==> config.mk <==
export PLATFORM = sky130hd
export DESIGN_NAME = game_referee
export DESIGN_NICKNAME = d
export VERILOG_FILES = /design/src/rtl/game_referee.sv
export SDC_FILE = /design/constraint.sdc
export NUM_CORES = 1
export LEC_CHECK = 0
export CORE_MARGIN = 5
export CORE_UTILIZATION = 39
export CTS_CLUSTER_SIZE = 12
export DETAILED_ROUTE_END_ITERATION = 12
export GPL_ROUTABILITY_DRIVEN = 0
export PLACE_DENSITY_LB_ADDON = 0.25
export SETUP_SLACK_MARGIN = 0.5
export SYNTH_ARGS = -nofsm -noshare
export SYNTH_HDL_FRONTEND = slang
export SYNTH_SLANG_ARGS = --single-unit
==> constraint.sdc <==
create_clock -name clk -period 1.73 [get_ports clk]
set_input_delay 0.346 -clock clk [delete_from_list [all_inputs] [get_ports clk]]
set_output_delay 0.346 -clock clk [all_outputs]
set_load 0.01 [all_outputs]
==> src/rtl/game_referee.sv <==
`default_nettype none
// ============================================================================
//  Module   : game_referee
//  Purpose  : Consumer side of the physics engine interface. Paces the engine
//             with one phys_en pulse per video frame during play and latches
//             each result frame into a stable snapshot for the renderer. Keeps
//             the score and runs the serve / play / point / match sequence.
//             It also flags a physics engine that fails to answer in time.
//  Revision : 1.0 - initial release
// ============================================================================
module game_referee #(
    parameter int WIN_SCORE     = 7,
    parameter int SERVE_FRAMES  = 60,
    parameter int POINT_FRAMES  = 90,
    parameter int VALID_TIMEOUT = 8
) (
    input  logic       clk,
    input  logic       rst,
    input  logic       frame_tick,
    input  logic       start,
    input  logic       phys_valid,
    input  logic       phys_game_over,
    input  logic [1:0] phys_winner,
    input  logic [9:0] p1_x_i,
    input  logic [9:0] p1_y_i,
    input  logic [9:0] p2_x_i,
    input  logic [9:0] p2_y_i,
    input  logic [9:0] ball_x_i,
    input  logic [9:0] ball_y_i,
    output logic       phys_en,
    output logic [9:0] p1_x,
    output logic [9:0] p1_y,
    output logic [9:0] p2_x,
    output logic [9:0] p2_y,
    output logic [9:0] ball_x,
    output logic [9:0] ball_y,
    output logic [3:0] score_p1,
    output logic [3:0] score_p2,
    output logic [2:0] state,
    output logic       freeze_inputs,
    output logic [1:0] match_winner,
    output logic       phys_err
);

    // ------------------------------------------------------------------
    // Constants
    // ------------------------------------------------------------------
    localparam int c_FRAME_MAX = (SERVE_FRAMES > POINT_FRAMES) ? SERVE_FRAMES : POINT_FRAMES;
    localparam int c_FRAME_W   = $clog2(c_FRAME_MAX + 1);
    localparam int c_TO_W      = (VALID_TIMEOUT > 1) ? $clog2(VALID_TIMEOUT) : 1;

    localparam logic [c_FRAME_W-1:0] c_SERVE_LAST = c_FRAME_W'(SERVE_FRAMES - 1);
    localparam logic [c_FRAME_W-1:0] c_POINT_LAST = c_FRAME_W'(POINT_FRAMES - 1);
    localparam logic [c_TO_W-1:0]    c_TO_LAST    = c_TO_W'(VALID_TIMEOUT - 1);
    localparam logic [3:0]           c_WIN        = 4'(WIN_SCORE);

    typedef enum logic [2:0] {
        ST_IDLE       = 3'd0,
        ST_SERVE      = 3'd1,
        ST_PLAY       = 3'd2,
        ST_POINT      = 3'd3,
        ST_MATCH_OVER = 3'd4
    } state_t;

    // ------------------------------------------------------------------
    // State
    // ------------------------------------------------------------------
    state_t                 state_q, state_d;
    logic [c_FRAME_W-1:0]   frame_cnt_q, frame_cnt_d;
    logic [3:0]             score_p1_q, score_p1_d;
    logic [3:0]             score_p2_q, score_p2_d;
    logic [1:0]             winner_q, winner_d;
    logic                   stale_q, stale_d;
    logic                   freeze_q;
    logic                   phys_en_q;

    // Response-window tracking for the engine handshake
    logic                   pend_q;
    logic [c_TO_W-1:0]      to_cnt_q;
    logic                   err_q;

    // Renderer snapshot
    logic [9:0]             p1_x_q, p1_y_q, p2_x_q, p2_y_q, ball_x_q, ball_y_q;

    // ------------------------------------------------------------------
    // Decode helpers
    // ------------------------------------------------------------------
    logic       w_score_ev;
    logic [3:0] w_p1_inc;
    logic [3:0] w_p2_inc;

    // A point only counts for a result that answers our own phys_en and is
    // not the engine's first step after play resumed (its flag is stale).
    assign w_score_ev = pend_q & phys_valid & ~stale_q & phys_game_over;
    assign w_p1_inc   = score_p1_q + 4'd1;
    assign w_p2_inc   = score_p2_q + 4'd1;

    // Next-state and score decisions
    always_comb begin
        state_d     = state_q;
        frame_cnt_d = frame_cnt_q;
        score_p1_d  = score_p1_q;
        score_p2_d  = score_p2_q;
        winner_d    = winner_q;
        stale_d     = stale_q;

        case (state_q)
            ST_IDLE: begin
                if (start) begin
                    state_d = ST_SERVE;
                end
            end

            ST_SERVE: begin
                if (frame_tick) begin
                    if (frame_cnt_q == c_SERVE_LAST) begin
                        state_d = ST_PLAY;
                    end else begin
                        frame_cnt_d = frame_cnt_q + 1'b1;
                    end
                end
            end

            ST_PLAY: begin
                if (phys_valid) begin
                    stale_d = 1'b0;
                    if (w_score_ev) begin
                        // Unknown winner codes still end the rally.
                        state_d = ST_POINT;
                        if (phys_winner == 2'd1) begin
                            score_p1_d = w_p1_inc;
                            if (w_p1_inc == c_WIN) begin
                                state_d  = ST_MATCH_OVER;
                                winner_d = 2'd1;
                            end
                        end else if (phys_winner == 2'd2) begin
                            score_p2_d = w_p2_inc;
                            if (w_p2_inc == c_WIN) begin
                                state_d  = ST_MATCH_OVER;
                                winner_d = 2'd2;
                            end
                        end
                    end
                end
            end

            ST_POINT: begin
                if (frame_tick) begin
                    if (frame_cnt_q == c_POINT_LAST) begin
                        state_d = ST_SERVE;
                    end else begin
                        frame_cnt_d = frame_cnt_q + 1'b1;
                    end
                end
            end

            ST_MATCH_OVER: begin
                if (start) begin
                    state_d    = ST_SERVE;
                    score_p1_d = 4'd0;
                    score_p2_d = 4'd0;
                    winner_d   = 2'd0;
                end
            end

            default: begin
                state_d = ST_IDLE;
            end
        endcase

        // Every state entry restarts the frame count, so a tick landing on
        // the transition cycle is dropped. Entering play re-arms the guard.
        if (state_d != state_q) begin
            frame_cnt_d = '0;
            stale_d     = 1'b1;
        end
    end

    // Match FSM with registered outputs; phys_en follows a tick that is
    // seen while play is (or becomes) active.
    always_ff @(posedge clk) begin
        if (rst) begin
            state_q     <= ST_IDLE;
            frame_cnt_q <= '0;
            score_p1_q  <= 4'd0;
            score_p2_q  <= 4'd0;
            winner_q    <= 2'd0;
            stale_q     <= 1'b0;
            freeze_q    <= 1'b1;
            phys_en_q   <= 1'b0;
        end else begin
            state_q     <= state_d;
            frame_cnt_q <= frame_cnt_d;
            score_p1_q  <= score_p1_d;
            score_p2_q  <= score_p2_d;
            winner_q    <= winner_d;
            stale_q     <= stale_d;
            freeze_q    <= (state_d != ST_PLAY);
            phys_en_q   <= frame_tick & (state_d == ST_PLAY);
        end
    end

    // Open a response window on each phys_en; flag the engine if it stays silent
    always_ff @(posedge clk) begin
        if (rst) begin
            pend_q   <= 1'b0;
            to_cnt_q <= '0;
            err_q    <= 1'b0;
        end else if (phys_en_q) begin
            pend_q   <= 1'b1;
            to_cnt_q <= '0;
        end else if (pend_q) begin
            if (phys_valid) begin
                pend_q <= 1'b0;
            end else if (to_cnt_q == c_TO_LAST) begin
                pend_q <= 1'b0;
                err_q  <= 1'b1;
            end else begin
                to_cnt_q <= to_cnt_q + 1'b1;
            end
        end
    end

    // Latch every result frame the engine presents, requested or not
    always_ff @(posedge clk) begin
        if (rst) begin
            p1_x_q   <= 10'd0;
            p1_y_q   <= 10'd0;
            p2_x_q   <= 10'd0;
            p2_y_q   <= 10'd0;
            ball_x_q <= 10'd0;
            ball_y_q <= 10'd0;
        end else if (phys_valid) begin
            p1_x_q   <= p1_x_i;
            p1_y_q   <= p1_y_i;
            p2_x_q   <= p2_x_i;
            p2_y_q   <= p2_y_i;
            ball_x_q <= ball_x_i;
            ball_y_q <= ball_y_i;
        end
    end

    // ------------------------------------------------------------------
    // Outputs
    // ------------------------------------------------------------------
    assign phys_en       = phys_en_q;
    assign p1_x          = p1_x_q;
    assign p1_y          = p1_y_q;
    assign p2_x          = p2_x_q;
    assign p2_y          = p2_y_q;
    assign ball_x        = ball_x_q;
    assign ball_y        = ball_y_q;
    assign score_p1      = score_p1_q;
    assign score_p2      = score_p2_q;
    assign state         = state_q;
    assign freeze_inputs = freeze_q;
    assign match_winner  = winner_q;
    assign phys_err      = err_q;

endmodule
`default_nettype wire
== Word level (Yosys, flattened, before mapping) ==
Cells that the tools add are included.
W data, S select, Z words.
Storage, ports and cells
  bits in registers: 88
  input bits: 68
  logic and storage cells: 113
Cells by class
  reduce and logical (&&, ||, !) cells: 15
  equal/unequal tests: 27
  multiplexer cells: 42
  add/sub/neg operators: 4
  bitwise gates (word level): 8
Operators with widths (number)
  $mux W3: 11
  $mux W4: 8
  $mux W7: 4
  $ne A2 B2 Y1 const B: 10
  $pmux W4 S2: 2
  $mux W2: 7
  $pmux W7 S2: 1
  $pmux W3 S4: 1
  $reduce_and A5 Y1: 2
  $eq A3 B2 Y1 const B: 3
  $ne A3 B3 Y1 const B: 3
  $add A4 B1 Y4 const B: 2
  $eq A4 B3 Y1 const B: 2
  $reduce_bool A2 Y1: 4
  $add A7 B1 Y7 const B: 1
  $eq A7 B6 Y1 const B: 1
  $eq A7 B7 Y1 const B: 1
  $mux W1: 7
  $reduce_and A7 Y1: 1
  $eq A3 B3 Y1 const B: 2
  $reduce_and A6 Y1: 1
  $reduce_or A2 Y1: 3
  $and A1 B1 Y1: 4
  $not A1 Y1: 4
  other kinds (11): 11

== Depth between registers and ports, before layout ==
Gate-level depths: netlist of the first run.
  word-level depth: 11
  gate-level depth with buffers: 8

== Least setup slack after synthesis of the first run ==
No wires, ideal clock.
  kind: reg-to-reg
  start point: register score_p2_q[0], in the netlist score_p2[0]
  end point: register stale_q
  data required time: 1.615 ns
  buffers on the path: 0
  stages on the path, launching flop included: 8
  data arrival time: 1.758 ns
  setup slack: -0.143 ns
  path through: dfxtp_1 ha_1 nand3b_1 o31ai_1 a22oi_1 a221oi_2 o2bb2ai_2 o21ba_1
Between the ends
  word-level cells in the longest chain between the ends: 11
  elaborated cells between the ends (all ways): 13
  classes of those cells: add/sub (1); eq/ne (2); mux (7); reduce/logical (3)
RTL lines
  start, declared: line 71  | logic [3:0] score_p2_q, score_p2_d;
  start signal, assigned: line 195  | score_p2_q <= score_p2_d;
  $add A4 B1 Y4 (*): line 96  | assign w_p2_inc = score_p2_q + 4'd1;
  $eq A4 B3 Y1 (*): line 138  | if (w_p2_inc == c_WIN) begin
  $mux W3 (*): line 138
  $mux W3 (*): line 136  | end else if (phys_winner == 2'd2) begin
  $mux W3 (*): line 130  | if (phys_winner == 2'd1) begin
  $mux W3 (*): line 127  | if (w_score_ev) begin
  $mux W3 (*): line 125  | if (phys_valid) begin
  $pmux W3 S4 (*): line 107  | case (state_q)
  $ne A3 B3 Y1 (*): line 173  | if (state_d != state_q) begin
  $reduce_bool A2 Y1 (no line)
  $reduce_and A2 Y1 (no line)
  end signal, assigned: line 197  | stale_q <= stale_d;
  end, declared: line 73  | logic stale_q, stale_d;
Every way passes the cells marked *; elsewhere a longest branch is shown, timed or not.
A chain may end at the register's enable or synchronous reset.

== Worst setup path after layout of the first run ==
  start point: register score_p2_q[1], in the netlist score_p2[1]
  end point: register stale_q
The elaborated chain is that of the path after synthesis.

==> summary.json, run 1 <==
{
  "status": {"value": "finished with violations"},
  "violations": {"value": "negative setup slack"},
  "worstSetupStartpointType": {"value": "flop"},
  "numPlacedInstances": {"value": 649},
  "stdcell_area": {"value": 0.00606, "unit": "mm2"},
  "wire_length_of_the_first_global_routing_pass": {"value": 16.9, "unit": "mm"},
  "end_kind": {"value": "flop"},
  "actual_transition_at_the_worst_max_transition_pin": {"value": 0.520, "unit": "ns"},
  "grt_start_max_net_pins": {"value": 64},
  "cts_buffers": {"value": 9},
  "timing.final.max_slew_violations": {"value": 0},
  "area_growth": {"value": 65.1, "unit": "%"},
  "drt-initial-drc-count": {"value": 85},
  "crit_required": {"value": 1.97, "unit": "ns"},
  "initial_core_util": {"value": 39.9, "unit": "%"},
  "detail_route.wl_per_cell": {"value": 15.6, "unit": "um"},
  "path_class": {"value": "reg2reg"},
  "wirelength": {"value": 10.7, "unit": "mm"},
  "route.vias.total": {"value": 3410},
  "route.detailed.vias_per_inst": {"value": 4.95},
  "seq_area_frac_synth": {"value": 48.0, "unit": "%"},
  "fmax": {"value": 0.498, "unit": "GHz"},
  "io_buffers": {"value": 143},
  "number_of_enable_type_register_cells_in_the_synthesized_netlist": {"value": 0},
  "detailed_place.area": {"value": 0.00562, "unit": "mm2"},
  "report.power.total": {"value": 0.00421, "unit": "W"},
  "max_cap_violations": {"value": 0},
  "layoutNonFillerInstCount": {"value": 689},
  "drt_first_pass_iters": {"value": 4},
  "crit_slowest_cell": {"value": "sky130_fd_sc_hd__dfxtp_4"},
  "timing.max_slew.rel_slack": {"value": 65.0, "unit": "%"},
  "pre_cts_slack": {"value": -0.557, "unit": "ns"},
  "hold_buffers": {"value": 0},
  "clk_pin_slew_worst_paths": {"value": 0.09, "unit": "ns"},
  "floorplan.core_area": {"value": 0.00920, "unit": "mm2"},
  "layout-drive-gt1-share": {"value": 49.3, "unit": "%"},
  "hp-class": {"value": "in2reg"},
  "total_standard_cell_area_after_synthesis": {"value": 0.00367, "unit": "mm2"},
  "post_synthesis_async_set_or_reset_flop_share": {"value": 0, "unit": "%"},
  "cp_common_cell": {"value": "sky130_fd_sc_hd__buf_6"},
  "cts-htree-levels": {"value": 3},
  "hpwl": {"value": 7.14, "unit": "mm"},
  "finalWorstPathRequiredPeriod": {"value": 2.01, "unit": "ns"},
  "ys_types": {"value": 58},
  "worst_ep_arrival_time": {"value": 2.25, "unit": "ns"},
  "rows": {"value": 35},
  "hold-worst-slack": {"value": 0.435, "unit": "ns"},
  "root_buffer": {"value": "sky130_fd_sc_hd__clkbuf_8"},
  "die_width": {"value": 107, "unit": "um"},
  "synth.net_count": {"value": 446},
  "synth_top_flop_cell": {"value": "sky130_fd_sc_hd__dfxtp_1"},
  "ioPinCount": {"value": 144},
  "critical-path-max-stage-delay": {"value": 0.38, "unit": "ns"},
  "cts_tree": {"value": "done"},
  "family_of_cells_with_the_greatest_summed_delay_on_the_critical_path": {"value": "compound AO/OA/AOI/OAI gates"},
  "timing.critical_path.cells": {"value": "buf_4 -> buf_6 -> and3b_2 -> o31ai_4 -> a22oi_2 -> a221oi_2 -> o2bb2ai_2 -> buf_6 -> o21ba_1"},
  "maximum_vdd_ir_drop": {"value": 0.000473, "unit": "V"},
  "clkLatencyLatePin": {"value": 0.35, "unit": "ns"},
  "die_height": {"value": 107, "unit": "um"},
  "insertedDiodeCount": {"value": 0},
  "clock_sink_count": {"value": 88},
  "die_area": {"value": 0.0115, "unit": "mm2"},
  "finalCritPeriodShare": {"value": 116, "unit": "%"},
  "ys_warn_count": {"value": 0},
  "grt_pass1_vias": {"value": 3444},
  "route.antenna.remaining_nets": {"value": 0},
  "gr-usage-all-layers": {"value": 18.1, "unit": "%"},
  "finalHoldViolCount": {"value": 0},
  "worst_clock_skew": {"value": 0.0118, "unit": "ns"},
  "design.final.nets": {"value": 651},
  "gr-total-overflow": {"value": 0},
  "setup_viol": {"value": 14},
  "post-route-drc-count": {"value": 0},
  "synth_seq_cells": {"value": 88},
  "ctsLongestPathBuffers": {"value": 2},
  "power.density": {"value": 696, "unit": "mW/mm2"},
  "layout_setup_ws": {"value": -0.278, "unit": "ns"},
  "grt_antenna_before_repair": {"value": 0},
  "post_synth.cell_area_avg": {"value": 9.97, "unit": "um2"},
  "power.leakage": {"value": 2.79, "unit": "nW"},
  "rsz0062_at_grt": {"value": "true"},
  "crit_fanout": {"value": 8},
  "path_buf_inv": {"value": 3},
  "syn-instance-count": {"value": 368}
}
-- registers in the layout, indices dropped and copies added (netlist names), 4 cells and up --
register	cells
p1_x	10
p1_y	10
ball_y	10
ball_x	10
frame_cnt_q	7
score_p2	4
p2_y	10
score_p1	4
p2_x	10
-- path summary, 6_finish.rpt --
path / slack, ns / from / cells after the start / endpoint
max reg2reg: -0.28 / score_p2[1]$_SDFFE_PP0P_ / 9 / stale_q$_SDFFE_PP0P_
max: -0.28 / score_p2[1]$_SDFFE_PP0P_ / 9 / stale_q$_SDFFE_PP0P_
min reg2reg: 0.47 / phys_err$_SDFFE_PP0P_ / 2 / phys_err$_SDFFE_PP0P_
min: 0.44 / rst / 2 / p2_y[2]$_SDFFE_PP0P_
-- Yosys cell counts, drive strengths merged, types with 2 or more instances --
| library cell | instances | area (um2) |
|---|---|---|
| a221oi | 2 | 23.8 |
| mux2i | 62 | 621 |
| a31oi | 3 | 18.8 |
| dfxtp | 88 | 1760 |
| o31ai | 2 | 15.0 |
| a22oi | 2 | 15.0 |
| nor3b | 4 | 51.3 |
| o21ai | 4 | 20.0 |
| a21boi | 3 | 22.5 |
| or3b | 2 | 20.0 |
| nor3 | 13 | 70.1 |
| xor2 | 6 | 52.6 |
| nor2 | 84 | 323 |
| ha | 10 | 125 |
| nand2 | 7 | 26.3 |
| xnor2 | 3 | 26.3 |
| inv | 9 | 33.8 |
| clkbuf | 15 | 66.3 |
| and2 | 3 | 18.8 |
| and4 | 2 | 18.8 |
| nand3 | 3 | 15.0 |
| nand4b | 2 | 23.8 |
| nand3b | 3 | 22.5 |
| a21oi | 10 | 53.8 |
| and3 | 3 | 20.0 |
| nand4 | 2 | 12.5 |
| and2b | 2 | 17.5 |
-- through the flow --
stage / utilization [%] / setup TNS [ns]
2_1_floorplan: - / -0.0481
3_5_place_dp: 61.1 / -9.32
6_report: 65.9 / -2.92
4_1_cts: 63.8 / -1.23
3_3_place_gp: 61.1 / -8.62
5_1_grt: 65.9 / -4.35
-- worst reg2reg max path, stage by stage (launching register included) --
cell and delay, ns:
sky130_fd_sc_hd__dfxtp_4 0.38, sky130_fd_sc_hd__buf_4 0.14, sky130_fd_sc_hd__buf_6 0.11, sky130_fd_sc_hd__and3b_2 0.20, sky130_fd_sc_hd__o31ai_4 0.24, sky130_fd_sc_hd__a22oi_2 0.17, sky130_fd_sc_hd__a221oi_2 0.29, sky130_fd_sc_hd__o2bb2ai_2 0.08
sky130_fd_sc_hd__buf_6 0.15, sky130_fd_sc_hd__o21ba_1 0.16
-- cell type report --
cell class,count,area (um2)
Multi-Input combinational cell,254,2080
Clock buffer,10,138
Sequential cell,88,1870
Fill cell,748,3140
Timing Repair Buffer,211,1740
Inverter,9,33.8
Clock inverter,6,66.3
Tap cell,111,139
-- power breakdown --
part	total [W]	internal [W]	switching, W
logic	0.000591	0.000327	0.000264
clock network	0.00147	0.000713	0.000754
registers	0.00216	0.00211	0.0000440
total	0.00421	0.00315	0.00106
-- layer usage --
metal / part of all wire (%) / track usage, %
met5: 0 / 0
met4: 2.5 / 6.85
met3: 7.1 / 6.20
met2: 49 / 30.2
met1: 42 / 21.5
-- timing repair --
| action | in CTS | in global routing |
|---|---|---|
| resized for setup | 416 | 32 |
| setup buffers | 17 | 7 |
| gates cloned | 0 | 0 |
| setup endpoints to repair | 102 | 42 |
| pin swaps | 25 | 17 |
-- placed cells by master, fill, tap and decap left out, types with 9 or more instances in the layout --
master                            instances
sky130_fd_sc_hd__buf_2                   65
sky130_fd_sc_hd__buf_4                   47
sky130_fd_sc_hd__buf_6                   31
sky130_fd_sc_hd__clkbuf_8                10
sky130_fd_sc_hd__clkdlybuf4s50_1         63
sky130_fd_sc_hd__dfxtp_1                 21
sky130_fd_sc_hd__dfxtp_2                 58
sky130_fd_sc_hd__dfxtp_4                  9
sky130_fd_sc_hd__mux2i_1                 62
sky130_fd_sc_hd__nor2_1                  77
sky130_fd_sc_hd__nor3_1                   9
-- cells by family after synthesis --
family / count (synthesis) / share of synthesized area (%)
and+or+nand+nor: 138 / 19.1
AOI/OAI and AO/OA: 35 / 6.95
adders and majority gates: 10 / 3.41
xor gates and xnor gates: 9 / 2.15
muxes: 62 / 16.9
buffers and inverters: 26 / 3.44
DFF: 88 / 48.0
Note: power is estimated with default switching activity, not from simulation.
==> run 2, diff against run 1 <==
Settings changed: CORE_ASPECT_RATIO set to 0.7.
==> summary.json, run 2 (synthesis gave the netlist of run 1 again) <==
{
  "wirelength": {"value": 10.8, "unit": "mm", "change": "+0.49%"},
  "timing.max_slew.rel_slack": {"value": 70.6, "unit": "%", "change": "+5.6 points"},
  "grt_antenna_before_repair": {"value": 0, "change": "unchanged"},
  "die_width": {"value": 126, "unit": "um", "change": "+18%"},
  "cts_tree": {"value": "done"},
  "layout-drive-gt1-share": {"value": 41.5, "unit": "%", "change": "-7.8 points"},
  "fmax": {"value": 0.514, "unit": "GHz", "change": "+3.1%"},
  "cp_common_cell": {"value": "sky130_fd_sc_hd__buf_6"},
  "end_kind": {"value": "flop"},
  "grt_pass1_vias": {"value": 3481, "change": "+1.1%"},
  "stdcell_area": {"value": 0.00614, "unit": "mm2", "change": "+1.4%"},
  "route.antenna.remaining_nets": {"value": 0, "change": "unchanged"},
  "family_of_cells_with_the_greatest_summed_delay_on_the_critical_path": {"value": "compound AO/OA/AOI/OAI gates"},
  "timing.rr.end": {"value": "frame_cnt_q[0]$_SDFFE_PP0P_"},
  "r2r-start": {"value": "score_p2[0]$_SDFFE_PP0P_"},
  "io_buffers": {"value": 143, "change": "unchanged"},
  "report.power.total": {"value": 0.00497, "unit": "W", "change": "+18%"},
  "clock_sink_count": {"value": 88, "change": "unchanged"},
  "timing.final.max_slew_violations": {"value": 0, "change": "unchanged"},
  "flip_flop_and_latch_area": {"value": 0.00182, "unit": "mm2", "change": "-2.7%"},
  "clk_pin_slew_worst_paths": {"value": 0.07, "unit": "ns", "change": "-0.02 ns"},
  "path_buf_inv": {"value": 3, "change": "unchanged"},
  "clkLatencyLatePin": {"value": 0.34, "unit": "ns", "change": "about the same"},
  "reg2reg_slack": {"value": -0.22, "unit": "ns", "change": "+0.06 ns"},
  "worst_ep_arrival_time": {"value": 2.17, "unit": "ns", "change": "-0.08 ns"},
  "initial_core_util": {"value": 40.3, "unit": "%", "change": "+0.39 points"},
  "wire_length_of_the_first_global_routing_pass": {"value": 17.0, "unit": "mm", "change": "+0.86%"},
  "hold_path_endpoint": {"value": "state[2]$_SDFF_PP0_"},
  "power.leakage": {"value": 2.84, "unit": "nW", "change": "+1.7%"},
  "detail_route.wl_per_cell": {"value": 15.4, "unit": "um", "change": "-1.4%"},
  "timing.reg2reg.worst_path_depth": {"value": 9, "change": "unchanged"},
  "hold_buffers": {"value": 0, "change": "unchanged"},
  "power.density": {"value": 808, "unit": "mW/mm2", "change": "+16%"},
  "hold_path_depth": {"value": 2, "change": "unchanged"},
  "crit_fanout": {"value": 8, "change": "unchanged"},
  "setup_viol": {"value": 15, "change": "+1"},
  "design.final.nets": {"value": 651, "change": "unchanged"},
  "cts_buffers": {"value": 9, "change": "unchanged"},
  "die_height": {"value": 91.2, "unit": "um", "change": "-15%"},
  "finalCritPeriodShare": {"value": 113, "unit": "%", "change": "-3.5 points"},
  "rows": {"value": 29, "change": "-17%"},
  "layoutNonFillerInstCount": {"value": 702, "change": "+1.9%"},
  "numPlacedInstances": {"value": 665, "change": "+2.5%"},
  "worstSetupStartpointType": {"value": "flop"},
  "rsz0062_at_grt": {"value": "true"},
  "route.vias.total": {"value": 3403, "change": "-0.21%"},
  "ioPinCount": {"value": 144, "change": "unchanged"},
  "ctsLongestPathBuffers": {"value": 2, "change": "unchanged"},
  "die_area": {"value": 0.0115, "unit": "mm2", "change": "+0.27%"},
  "cts-htree-levels": {"value": 3, "change": "unchanged"},
  "hpwl": {"value": 7.25, "unit": "mm", "change": "+1.5%"},
  "crit_required": {"value": 1.95, "unit": "ns", "change": "-0.02 ns"},
  "gr-usage-all-layers": {"value": 17.9, "unit": "%", "change": "-0.20 points"},
  "fill_cell_instance_count_of_the_final_layout": {"value": 742, "change": "-0.80%"},
  "layout_setup_ws": {"value": -0.217, "unit": "ns", "change": "+0.0613 ns"},
  "post-route-drc-count": {"value": 0, "change": "unchanged"},
  "status": {"value": "finished with violations"},
  "drt_first_pass_iters": {"value": 4, "change": "unchanged"},
  "drt-initial-drc-count": {"value": 194, "change": "+130%"},
  "gr-total-overflow": {"value": 0, "change": "unchanged"},
  "layout.cells.most_common": {"value": "sky130_fd_sc_hd__nor2_1"},
  "detailed_place.area": {"value": 0.00567, "unit": "mm2", "change": "+0.91%"},
  "grt_start_max_net_pins": {"value": 64, "change": "unchanged"},
  "area_growth": {"value": 67.4, "unit": "%"},
  "worst_clock_skew": {"value": 0.00392, "unit": "ns", "change": "-0.00786 ns"},
  "layout.cells.most_common_list": {"value": "sky130_fd_sc_hd__nor2_1, sky130_fd_sc_hd__buf_2, sky130_fd_sc_hd__clkdlybuf4s50_1"},
  "finalWorstPathRequiredPeriod": {"value": 1.95, "unit": "ns", "change": "-0.0613 ns"},
  "path_class": {"value": "reg2reg"},
  "timing.critical_path.cells": {"value": "buf_6 -> and3b_1 -> o31ai_4 -> a22oi_2 -> buf_4 -> a21oi_4 -> o2bb2ai_2 -> buf_6 -> nor3_1"},
  "route.detailed.vias_per_inst": {"value": 4.85, "change": "-2.1%"},
  "pre_cts_slack": {"value": -0.534, "unit": "ns", "change": "+0.0220 ns"},
  "worst_hold_startpoint": {"value": "rst"},
  "actual_transition_at_the_worst_max_transition_pin": {"value": 0.437, "unit": "ns", "change": "-0.0828 ns"},
  "finalHoldViolCount": {"value": 0, "change": "unchanged"},
  "layout.core_utilization": {"value": 67.4, "unit": "%", "change": "+1.6 points"},
  "floorplan.core_area": {"value": 0.00911, "unit": "mm2", "change": "-0.97%"},
  "critical-path-max-stage-delay": {"value": 0.37, "unit": "ns", "change": "about the same"},
  "crit_slowest_cell": {"value": "sky130_fd_sc_hd__dfxtp_4"},
  "multiInputGateArea": {"value": 0.00205, "unit": "mm2", "change": "-1.5%"},
  "hp-class": {"value": "in2reg"},
  "violations": {"value": "negative setup slack"},
  "insertedDiodeCount": {"value": 0, "change": "unchanged"},
  "root_buffer": {"value": "sky130_fd_sc_hd__clkbuf_16"},
  "max_cap_violations": {"value": 0, "change": "unchanged"},
  "maximum_vdd_ir_drop": {"value": 0.000619, "unit": "V", "change": "+31%"}
}
==> run 2: changes by cell type in the layout (fill, tap and decap cells not counted), sizes merged <==
| cell | change |
|---|---|
| buf | -1 |
| bufinv | +2 |
| clkdlybuf4s15 | +1 |
| clkinv | -1 |
| dlygate4sd2 | -1 |
==> run 2: how the worst max path moves through the flow <==
| stage | from | endpoint | slack (ns) | cells after the start |
|---|---|---|---|---|
| 2_1_floorplan | score_p2[0]$_SDFFE_PP0P_ | stale_q$_SDFFE_PP0P_ | -0.05 | 7 |
| 3_3_place_gp | phys_winner[0] | stale_q$_SDFFE_PP0P_ | -0.52 | 9 |
| 3_5_place_dp | phys_winner[0] | stale_q$_SDFFE_PP0P_ | -0.53 | 9 |
| 4_1_cts | score_p2[0]$_SDFFE_PP0P_ | stale_q$_SDFFE_PP0P_ | -0.17 | 8 |
| 5_1_grt | score_p2[0]$_SDFFE_PP0P_ | stale_q$_SDFFE_PP0P_ | -0.27 | 9 |
| 6_report | score_p2[0]$_SDFFE_PP0P_ | frame_cnt_q[0]$_SDFFE_PP0P_ | -0.22 | 9 |
==> run 2: repair_timing <==
item	4_1_cts	5_1_grt
endpoints found under the setup margin	102	39
gates resized for setup	378	21
pin swaps	24	12
setup buffers	11	10
==> run 2: report_power, final <==
| part | switching, W | internal, W |
|---|---|---|
| logic | 0.000262 | 0.000329 |
| registers | 0.0000472 | 0.00210 |
| clock network | 0.000808 | 0.00141 |
==> run 2: stage by stage <==
stage / hold slack (ns) / setup TNS (ns)
after global routing: 0.377 / -2.70
after floorplan: 0.474 / -0.0481
after CTS: 0.356 / -1.07
final: 0.371 / -2.10
after global placement: 0.443 / -8.13
after detailed placement: 0.448 / -8.62
==> run 2: cell type report <==
class,count,share of cell area (%)
clock buffer,9,3.67
tap,124,2.53
timing repair buffer,211,28.4
sequential,88,29.6
clock inverter,7,1.94
multi-input combinational,254,33.3
inverter,9,0.550
==> run 2: per-layer routing <==
| layer | vias up | wire length (um) | global-route usage, % |
|---|---|---|---|
| li1 | 1683 | - | - |
| met4 | 0 | 133 | 4.82 |
| met3 | 14 | 862 | 7.98 |
| met1 | 1600 | 4540 | 21.5 |
| met5 | - | 0 | 0 |
| met2 | 106 | 5250 | 29.4 |
